**config.mk**
```make
export PLATFORM = sky130hd
export DESIGN_NAME = traffic_sensor_conditioner
export DESIGN_NICKNAME = d
export VERILOG_FILES = /design/src/rtl/traffic_sensor_conditioner.sv
export SDC_FILE = /design/constraint.sdc
export NUM_CORES = 1
export LEC_CHECK = 0
export BUFFER_PORTS_ARGS = -buffer_cell sky130_fd_sc_hd__buf_4
export CAP_MARGIN = 25
export CORE_MARGIN = 3
export CORE_UTILIZATION = 58
export CTS_CLUSTER_SIZE = 12
export DETAILED_ROUTE_END_ITERATION = 10
export HOLD_SLACK_MARGIN = 0.05
export PLACE_DENSITY = 0.81
export SKIP_CTS_REPAIR_TIMING = 1
export SLEW_MARGIN = 20
export SYNTH_ARGS = -nofsm -noshare
export SYNTH_HDL_FRONTEND = slang
export SYNTH_SLANG_ARGS = --single-unit
export TNS_END_PERCENT = 10
```
**constraint.sdc**
```tcl
create_clock -name clk -period 3 [get_ports clk]
set_input_delay 0.3 -clock clk [delete_from_list [all_inputs] [get_ports clk]]
set_output_delay 0.3 -clock clk [all_outputs]
set_load 0.05 [all_outputs]
```
**src/rtl/traffic_sensor_conditioner.sv**
```systemverilog
// traffic_sensor_conditioner
//
// Front end for the traffic-light controller. Cleans up the raw vehicle-loop
// and siren-detector signals so the controller only ever sees stable levels.
//
//   loop path  : 2-flop synchroniser -> debounce -> car_detected,
//                car_arrival pulse on each rise, saturating arrivals count.
//   siren path : 2-flop synchroniser -> emergency FSM
//                (IDLE -> CONFIRM -> ACTIVE <-> HOLD -> COOLDOWN -> IDLE).
//
// Ports
//   clk             system clock, rising edge
//   rst             asynchronous active-low reset
//   loop_raw        raw loop detector (asynchronous, may bounce)
//   siren_raw       raw siren detector (asynchronous, may glitch)
//   clear_arrivals  synchronous clear of the arrivals counter
//   car_detected    debounced vehicle presence
//   car_arrival     one-cycle pulse, high in the first cycle car_detected is 1
//   emergency       validated emergency override (1 in ACTIVE or HOLD)
//   arrivals        saturating count of car_arrival pulses
//   emg_state       emergency FSM state, exposed for debug
//
// All outputs are registered. The loop and siren paths never interact.

module traffic_sensor_conditioner #(
  parameter int DEBOUNCE_CYCLES = 4,
  parameter int EMG_CONFIRM     = 3,
  parameter int EMG_HOLD        = 8,
  parameter int EMG_COOLDOWN    = 4,
  parameter int CNT_W           = 4
) (
  input  logic             clk,
  input  logic             rst,
  input  logic             loop_raw,
  input  logic             siren_raw,
  input  logic             clear_arrivals,
  output logic             car_detected,
  output logic             car_arrival,
  output logic             emergency,
  output logic [CNT_W-1:0] arrivals,
  output logic [2:0]       emg_state
);

  localparam int DB_W = (DEBOUNCE_CYCLES < 2) ? 1 : $clog2(DEBOUNCE_CYCLES);

  localparam int EMG_MAX_A = (EMG_CONFIRM > EMG_HOLD) ? EMG_CONFIRM : EMG_HOLD;
  localparam int EMG_MAX   = (EMG_MAX_A > EMG_COOLDOWN) ? EMG_MAX_A : EMG_COOLDOWN;
  localparam int EC_W      = $clog2(EMG_MAX + 1);

  localparam logic [DB_W-1:0] DB_LAST   = DB_W'(DEBOUNCE_CYCLES - 1);
  localparam logic [EC_W-1:0] CONF_LAST = EC_W'(EMG_CONFIRM - 1);
  localparam logic [EC_W-1:0] HOLD_LAST = EC_W'(EMG_HOLD - 1);
  localparam logic [EC_W-1:0] COOL_LAST = EC_W'(EMG_COOLDOWN - 1);

  typedef enum logic [2:0] {
    S_IDLE     = 3'd0,
    S_CONFIRM  = 3'd1,
    S_ACTIVE   = 3'd2,
    S_HOLD     = 3'd3,
    S_COOLDOWN = 3'd4
  } emg_state_t;

  // --------------------------------------------------------------------------
  // Synchronisers
  // --------------------------------------------------------------------------
  logic loop_m, loop_s;
  logic siren_m, siren_s;

  always_ff @(posedge clk or negedge rst) begin
    if (!rst) begin
      loop_m  <= 1'b0;
      loop_s  <= 1'b0;
      siren_m <= 1'b0;
      siren_s <= 1'b0;
    end else begin
      loop_m  <= loop_raw;
      loop_s  <= loop_m;
      siren_m <= siren_raw;
      siren_s <= siren_m;
    end
  end

  // --------------------------------------------------------------------------
  // Loop debounce, arrival pulse and arrivals counter
  // --------------------------------------------------------------------------
  // db_cnt counts consecutive cycles in which loop_s disagrees with
  // car_detected; the flip happens on the cycle the count would reach
  // DEBOUNCE_CYCLES, so a clean raw step shows up 2+DEBOUNCE_CYCLES edges later.
  logic [DB_W-1:0] db_cnt;
  logic            db_flip;

  assign db_flip = (loop_s != car_detected) && (db_cnt == DB_LAST);

  always_ff @(posedge clk or negedge rst) begin
    if (!rst) begin
      db_cnt       <= '0;
      car_detected <= 1'b0;
      car_arrival  <= 1'b0;
    end else begin
      if (loop_s == car_detected) begin
        db_cnt <= '0;
      end else if (db_flip) begin
        db_cnt       <= '0;
        car_detected <= loop_s;
      end else begin
        db_cnt <= db_cnt + DB_W'(1);
      end
      car_arrival <= db_flip && loop_s;
    end
  end

  // A clear in the same cycle as an arrival pulse leaves the count at 1:
  // the clear wins over the old value but the new arrival is still counted.
  always_ff @(posedge clk or negedge rst) begin
    if (!rst) begin
      arrivals <= '0;
    end else if (clear_arrivals) begin
      arrivals <= CNT_W'(car_arrival);
    end else if (car_arrival && (arrivals != {CNT_W{1'b1}})) begin
      arrivals <= arrivals + CNT_W'(1);
    end
  end

  // --------------------------------------------------------------------------
  // Emergency FSM
  // --------------------------------------------------------------------------
  // One shared counter serves CONFIRM (samples seen), HOLD and COOLDOWN
  // (cycles spent); every entry into a counting state reloads it.
  emg_state_t      state, state_next;
  logic [EC_W-1:0] emg_cnt, cnt_next;

  always_ff @(posedge clk or negedge rst) begin
    if (!rst) begin
      state     <= S_IDLE;
      emg_cnt   <= '0;
      emergency <= 1'b0;
    end else begin
      state     <= state_next;
      emg_cnt   <= cnt_next;
      emergency <= (state_next == S_ACTIVE) || (state_next == S_HOLD);
    end
  end

  always_comb begin
    state_next = state;
    cnt_next   = emg_cnt;
    case (state)
      S_IDLE: begin
        if (siren_s) begin
          if (EMG_CONFIRM == 1) begin
            state_next = S_ACTIVE;
          end else begin
            state_next = S_CONFIRM;
            cnt_next   = EC_W'(1);
          end
        end
      end
      S_CONFIRM: begin
        if (!siren_s) begin
          state_next = S_IDLE;
          cnt_next   = '0;
        end else if (emg_cnt == CONF_LAST) begin
          state_next = S_ACTIVE;
          cnt_next   = '0;
        end else begin
          cnt_next = emg_cnt + EC_W'(1);
        end
      end
      S_ACTIVE: begin
        if (!siren_s) begin
          state_next = S_HOLD;
          cnt_next   = '0;
        end
      end
      S_HOLD: begin
        if (siren_s) begin
          state_next = S_ACTIVE;
          cnt_next   = '0;
        end else if (emg_cnt == HOLD_LAST) begin
          state_next = S_COOLDOWN;
          cnt_next   = '0;
        end else begin
          cnt_next = emg_cnt + EC_W'(1);
        end
      end
      S_COOLDOWN: begin
        // siren_s is deliberately ignored here
        if (emg_cnt == COOL_LAST) begin
          state_next = S_IDLE;
          cnt_next   = '0;
        end else begin
          cnt_next = emg_cnt + EC_W'(1);
        end
      end
      default: begin
        state_next = S_IDLE;
        cnt_next   = '0;
      end
    endcase
  end

  assign emg_state = state;

endmodule

```
* After elaboration in Yosys (flattened, before gate mapping)
Cells that the tools add are included.
** Storage, ports and cells
- Register bits after elaboration :: 20
- Bits in latches :: 0
- RAM bits :: 0
- Bits in read-only memories :: 0
- Input port bits :: 5
- Output and inout port bits :: 10
- Memories kept :: 0
** Operators by class
- $add $sub $neg :: 3
- $mul :: 0
- Divide/modulo/power cells :: 0
- $lt $le $gt $ge :: 0
- Eq/ne operators :: 15
- Shift-type cells :: 0
- Multiplexer cells :: 20
- Bitwise operators :: 1
- Reduce and logical (&&, ||, !) cells :: 8
** Operators with widths (number)
- two-way mux 4 bit :: 9
- two-way mux 3 bit :: 7
- one-hot mux 4 bit (5 select lines) :: 1
- one-hot mux 3 bit (5 select lines) :: 1
- == test 3 x 2 -> 1 bit (second input constant) :: 4
- adder 4 x 1 -> 4 bit (second input constant) :: 2
- == test 4 x 2 -> 1 bit (second input constant) :: 2
- == test 4 x 3 -> 1 bit (second input constant) :: 1
- two-way mux 2 bit :: 2
- inequality test 2 bit (second input constant) :: 2
- inequality test 4 bit (second input constant) :: 1
- AND reduction 2 bit :: 2
- == test 3 x 1 -> 1 bit (second input constant) :: 1
- == test 3 bit (second input constant) :: 1
- logical AND 1 bit :: 3
- logical NOT 3 bit :: 1
- adder 2 x 1 -> 2 bit (second input constant) :: 1
- == test 2 bit (second input constant) :: 1
- nonzero test 2 bit :: 1
- == test 1 bit :: 1
- logical OR 1 bit :: 1
- inequality test 1 bit :: 1
- NOT 1 bit :: 1

* Longest topological paths before layout
- Depth after elaboration :: 6
- Gate-level depth with buffers :: 6
- Mapped depth without buffers :: 6

* Worst setup path before layout
Ideal clock, no wire load.
- Kind :: register to register
- Start point :: register state[1], in the netlist emg_state[1]
- End point :: register emg_cnt[3]
- Setup time :: 0.099 ns
- Arrival time :: 1.693 ns
- Required time :: 2.901 ns
- Slack :: 1.208 ns
- Stages on the path, launching flop included :: 6
- Buffers on the path :: 1
- Clock period less this slack :: 1.792 ns
- Cell sequence :: dfrtp_1 buf_6 nor2b_4 or4_4 mux2i_1 a311oi_1
** Between the ends
- Longest elaborated chain between the ends :: 3
- Elaborated cells on any way between the ends :: 9
** Ends and longest elaborated chain
- start, declared :: line 129 : emg_state_t state, state_next;
- start signal, assigned :: line 138 : state <= state_next;
- == test 3 x 2 -> 1 bit / logical NOT 3 bit (equally long branches) :: line 147 : case (state)
- inequality test 2 bit (no line)
- AND reduction 2 bit (no line)
- end signal, assigned :: line 139 : emg_cnt <= cnt_next;
- end, declared :: line 130 : logic [EC_W-1:0] emg_cnt, cnt_next;
Parallel ways exist; a longest one is shown, timed or not.
A chain may end at the register's enable or synchronous reset.

* Worst setup path in the final report
- Start point :: register emg_cnt[0]
- End point :: register emg_cnt[1]
** Between the ends
- Longest elaborated chain between the ends :: 4
- Elaborated cells on any way between the ends :: 10
** Ends and longest elaborated chain (line)
- adder 4 x 1 -> 4 bit (tied with other cells) :: 166, 183, 192
- two-way mux 4 bit, on equally long branches :: 179, 162
- two-way mux 4 bit, on equally long branches :: 176, 159
- one-hot mux 4 bit (5 select lines) * :: 147
Mark *: on every way between the ends. The rest lies on a longest branch, timed or not.

==> flow_summary.yaml <==
outcome:
  status: "completed"
global_routing:
  grt_pass1_wl_um: 2994
  grt_pass1_vias: 702
  overflow: 0
  grt_antenna_before_repair: 0
  grt_max_degree: 21
  track_usage_pct: 19.13
detailed_routing:
  postRouteAntennaNets: 0
  wl_per_cell_um: 14.31
  drt-initial-drc-count: 19
  num_vias: 773
  drc: 0
  via_per_inst: 6.234
  dr.pass1.iters: 4
  postRouteWirelength_um: 1774
power_and_ir_drop:
  leakage_uw: 0.0005337
  switchingPower_uw: 178.0
  internal_power_uw: 423.4
  vdd_drop_max_uv: 498.0
  p_per_area_nw_per_um2: 533.4
  combinationalPowerShare_pct: 21.2
  seq_power_share_pct: 53.6
  clkPwrFrac_pct: 25.2
  switching_share_pct: 29.59
die:
  rows: 14
  die_h_um: 47.18
  core_area_um2: 1559
  dieWidth_um: 47.18
  io-pin-count: 15
  start_util_pct: 63.08
  die_area_um2: 2225
layout:
  multi_input_area_um2: 447.9
  syn2layout_area_growth_pct: 14.63
  nets: 118
  drive_above_1_share_pct: 21.30
  seq_area_um2: 500.5
  nFillCells: 101
  antenna_cells: 0
  final_cells: 124
worst_setup_path:
  crit_path_end_kind: "flip-flop"
  crit_slowest_cell: "o311ai_1"
  rr_endpoint: "emg_cnt[1]"
  cp.required_ps: 3180
  r2r_cells: 5
  cp_cell_sequence: "ha_1 > inv_1 > o311ai_1 > a21boi_1 > o21ai_0"
  startpoint_type: "flip-flop"
  critical_path_arrival_ps: 1910
  cp_slowest_stage_delay_ps: 510
  worstPathMaxFanout: 6
  rrSetupSlack_ps: 1260
  crit_type: "flip-flop to flip-flop"
  worstReg2RegStart: "emg_cnt[0]"
logic_synthesis:
  synth_fp_nets: 102
  synth_area_leaders: "dfrtp_1, ha_1, a21oi_1"
  syn_inst: 93
  synth.top_cell.area_share_pct: 50.89
  yosysMostFrequentCell: "dfrtp_1"
  synth_area_leader_cell: "dfrtp_1"
  synth_enable_flop_cells: 0
  synth_cell_types: 39
  avgSynthCellArea_um2: 10.57
  async_flop_share_pct: 100.0
  seq_area_frac_synth_pct: 50.89
  netlist_area_um2: 983.4
  synth_ff_type: "dfrtp_1"
  yosys_register_bits: 20
  synth_common_cells: "dfrtp_1, nand2_1, nor2_1, a21oi_1, nand3_1"
  yosysWarnings: 0
sta:
  worstMarginPinSlew_ps: 614.5
  rsz0062_at_grt: "no"
  fmax_mhz: 575.8
  slew_violations: 0
  fin_tns_setup_ps: 0
  skew_ps: 4.925
  fin_crit_ps: 1737
  setup_violations: 0
  fin_crit_sh_pct: 57.89
  finalHoldViolCount: 0
  slew-limit-headroom_pct: 58.38
placed_design:
  port_buffers: 14
  dp_cells: 119
  dp_hpwl_um: 1292
  routabilityCongestion: 0.8300
clocking:
  clk_latency_ps: 290
  tritoncts: "done"
  cts-buffers-inserted: 3
  ctsRootBufferMaster: "clkbuf_4"
  h-tree-depth: 1
  clkTransAtPathRegs_ps: 110
  cts_buffer_depth: 2
  clock-sinks: 20
min_path:
  min_from: "loop_raw"
  hold_path.class: "input port to flip-flop"
  hold_depth: 1
  holdPathEnd: "loop_m"
job:
  cap_violations: 0
==> per-layer routing <==
layer | track usage (%) | vias to the layer above | share of wire (%)
met1 | 23.19 | 374 | 44
met3 | 3.831 | 2 | 5.9
met2 | 33.33 | 33 | 49
met5 | 0 | - | 0
met4 | 7.182 | 0 | 0.96
li1 | - | 364 | -
==> stage by stage <==
stage	worst slack [ps]	instance area [um^2]	hold slack [ps]	power (uW)	utilization, %
finish	1263	1127	109.2	601.4	72.31
global route	1113	1127	78.21	638.3	72.31
CTS	1286	1117	-141.9	606.2	71.67
detailed placement	1308	1081	186.2	454.7	69.34
global placement	1249	1081	185.8	449.8	69.34
floorplan	1208	983.4	4.409	414.8	-
==> state kept, by name, indices dropped and copies added (netlist names) <==
register      count
emergency         1
car_detected      1
siren_m           1
car_arrival       1
db_cnt            2
arrivals          4
emg_cnt           4
emg_state         3
loop_m            1
loop_s            1
siren_s           1
==> final cells by class <==
class | count | share of cell area, %
Timing Repair Buffer | 15 | 10.21
Inverter | 2 | 0.6659
Tap cell | 16 | 1.776
Multi-Input combinational cell | 67 | 39.73
Sequential cell | 20 | 44.40
Clock buffer | 4 | 3.219
==> logic make-up after synthesis <==
logic type	synth area share, %
AND/OR/NAND/NOR	22.14
flip-flops	50.89
AO/OA/AOI/OAI	12.60
buffers and inverters	3.562
XOR/XNOR	3.563
adder cells (fa/ha/maj)	5.089
multiplexers	2.163
==> critical path, delay by kind of cell (launching register included) <==
kind	cells	cell delay, ps
buffers and inverters	1	50
DFF	1	440
adders and majority gates	1	230
AOI/OAI and AO/OA	3	900
==> layout by cell type, fill, tap and decap left out, drive strengths merged, types with 2 or more instances in the layout <==
cell / n
a21oi: 6
a31oi: 2
and3: 2
and3b: 2
buf: 14
clkbuf: 4
dfrtp: 20
ha: 4
inv: 2
nand2: 8
nand2b: 2
nand3: 5
nor2: 8
nor2b: 4
o21ai: 3
xnor2: 2
xor2: 2
==> worst max path at each step <==
stage,startpoint,slack (ps),end,cells after the start
after CTS,emg_cnt[0],1290,emg_cnt[1],5
final,emg_cnt[0],1260,emg_cnt[1],5
after floorplan,emg_state[1],1210,emg_cnt[3],5
after global placement,emg_cnt[0],1250,emg_cnt[1],5
after global routing,emg_cnt[0],1110,emg_cnt[1],5
after detailed placement,emg_cnt[0],1310,emg_cnt[1],5
==> power by group through the flow <==
stage / Sequential (uW) / Clock, uW / Combinational [uW]
global route: 327 / 172 / 139
detailed placement: 327 / 0 / 128
CTS: 322 / 157 / 127
global placement: 326 / 0 / 124
floorplan: 358 / 0 / 57.0
finish: 322 / 152 / 127
No activity file was read; power rests on OpenSTA's default activity.
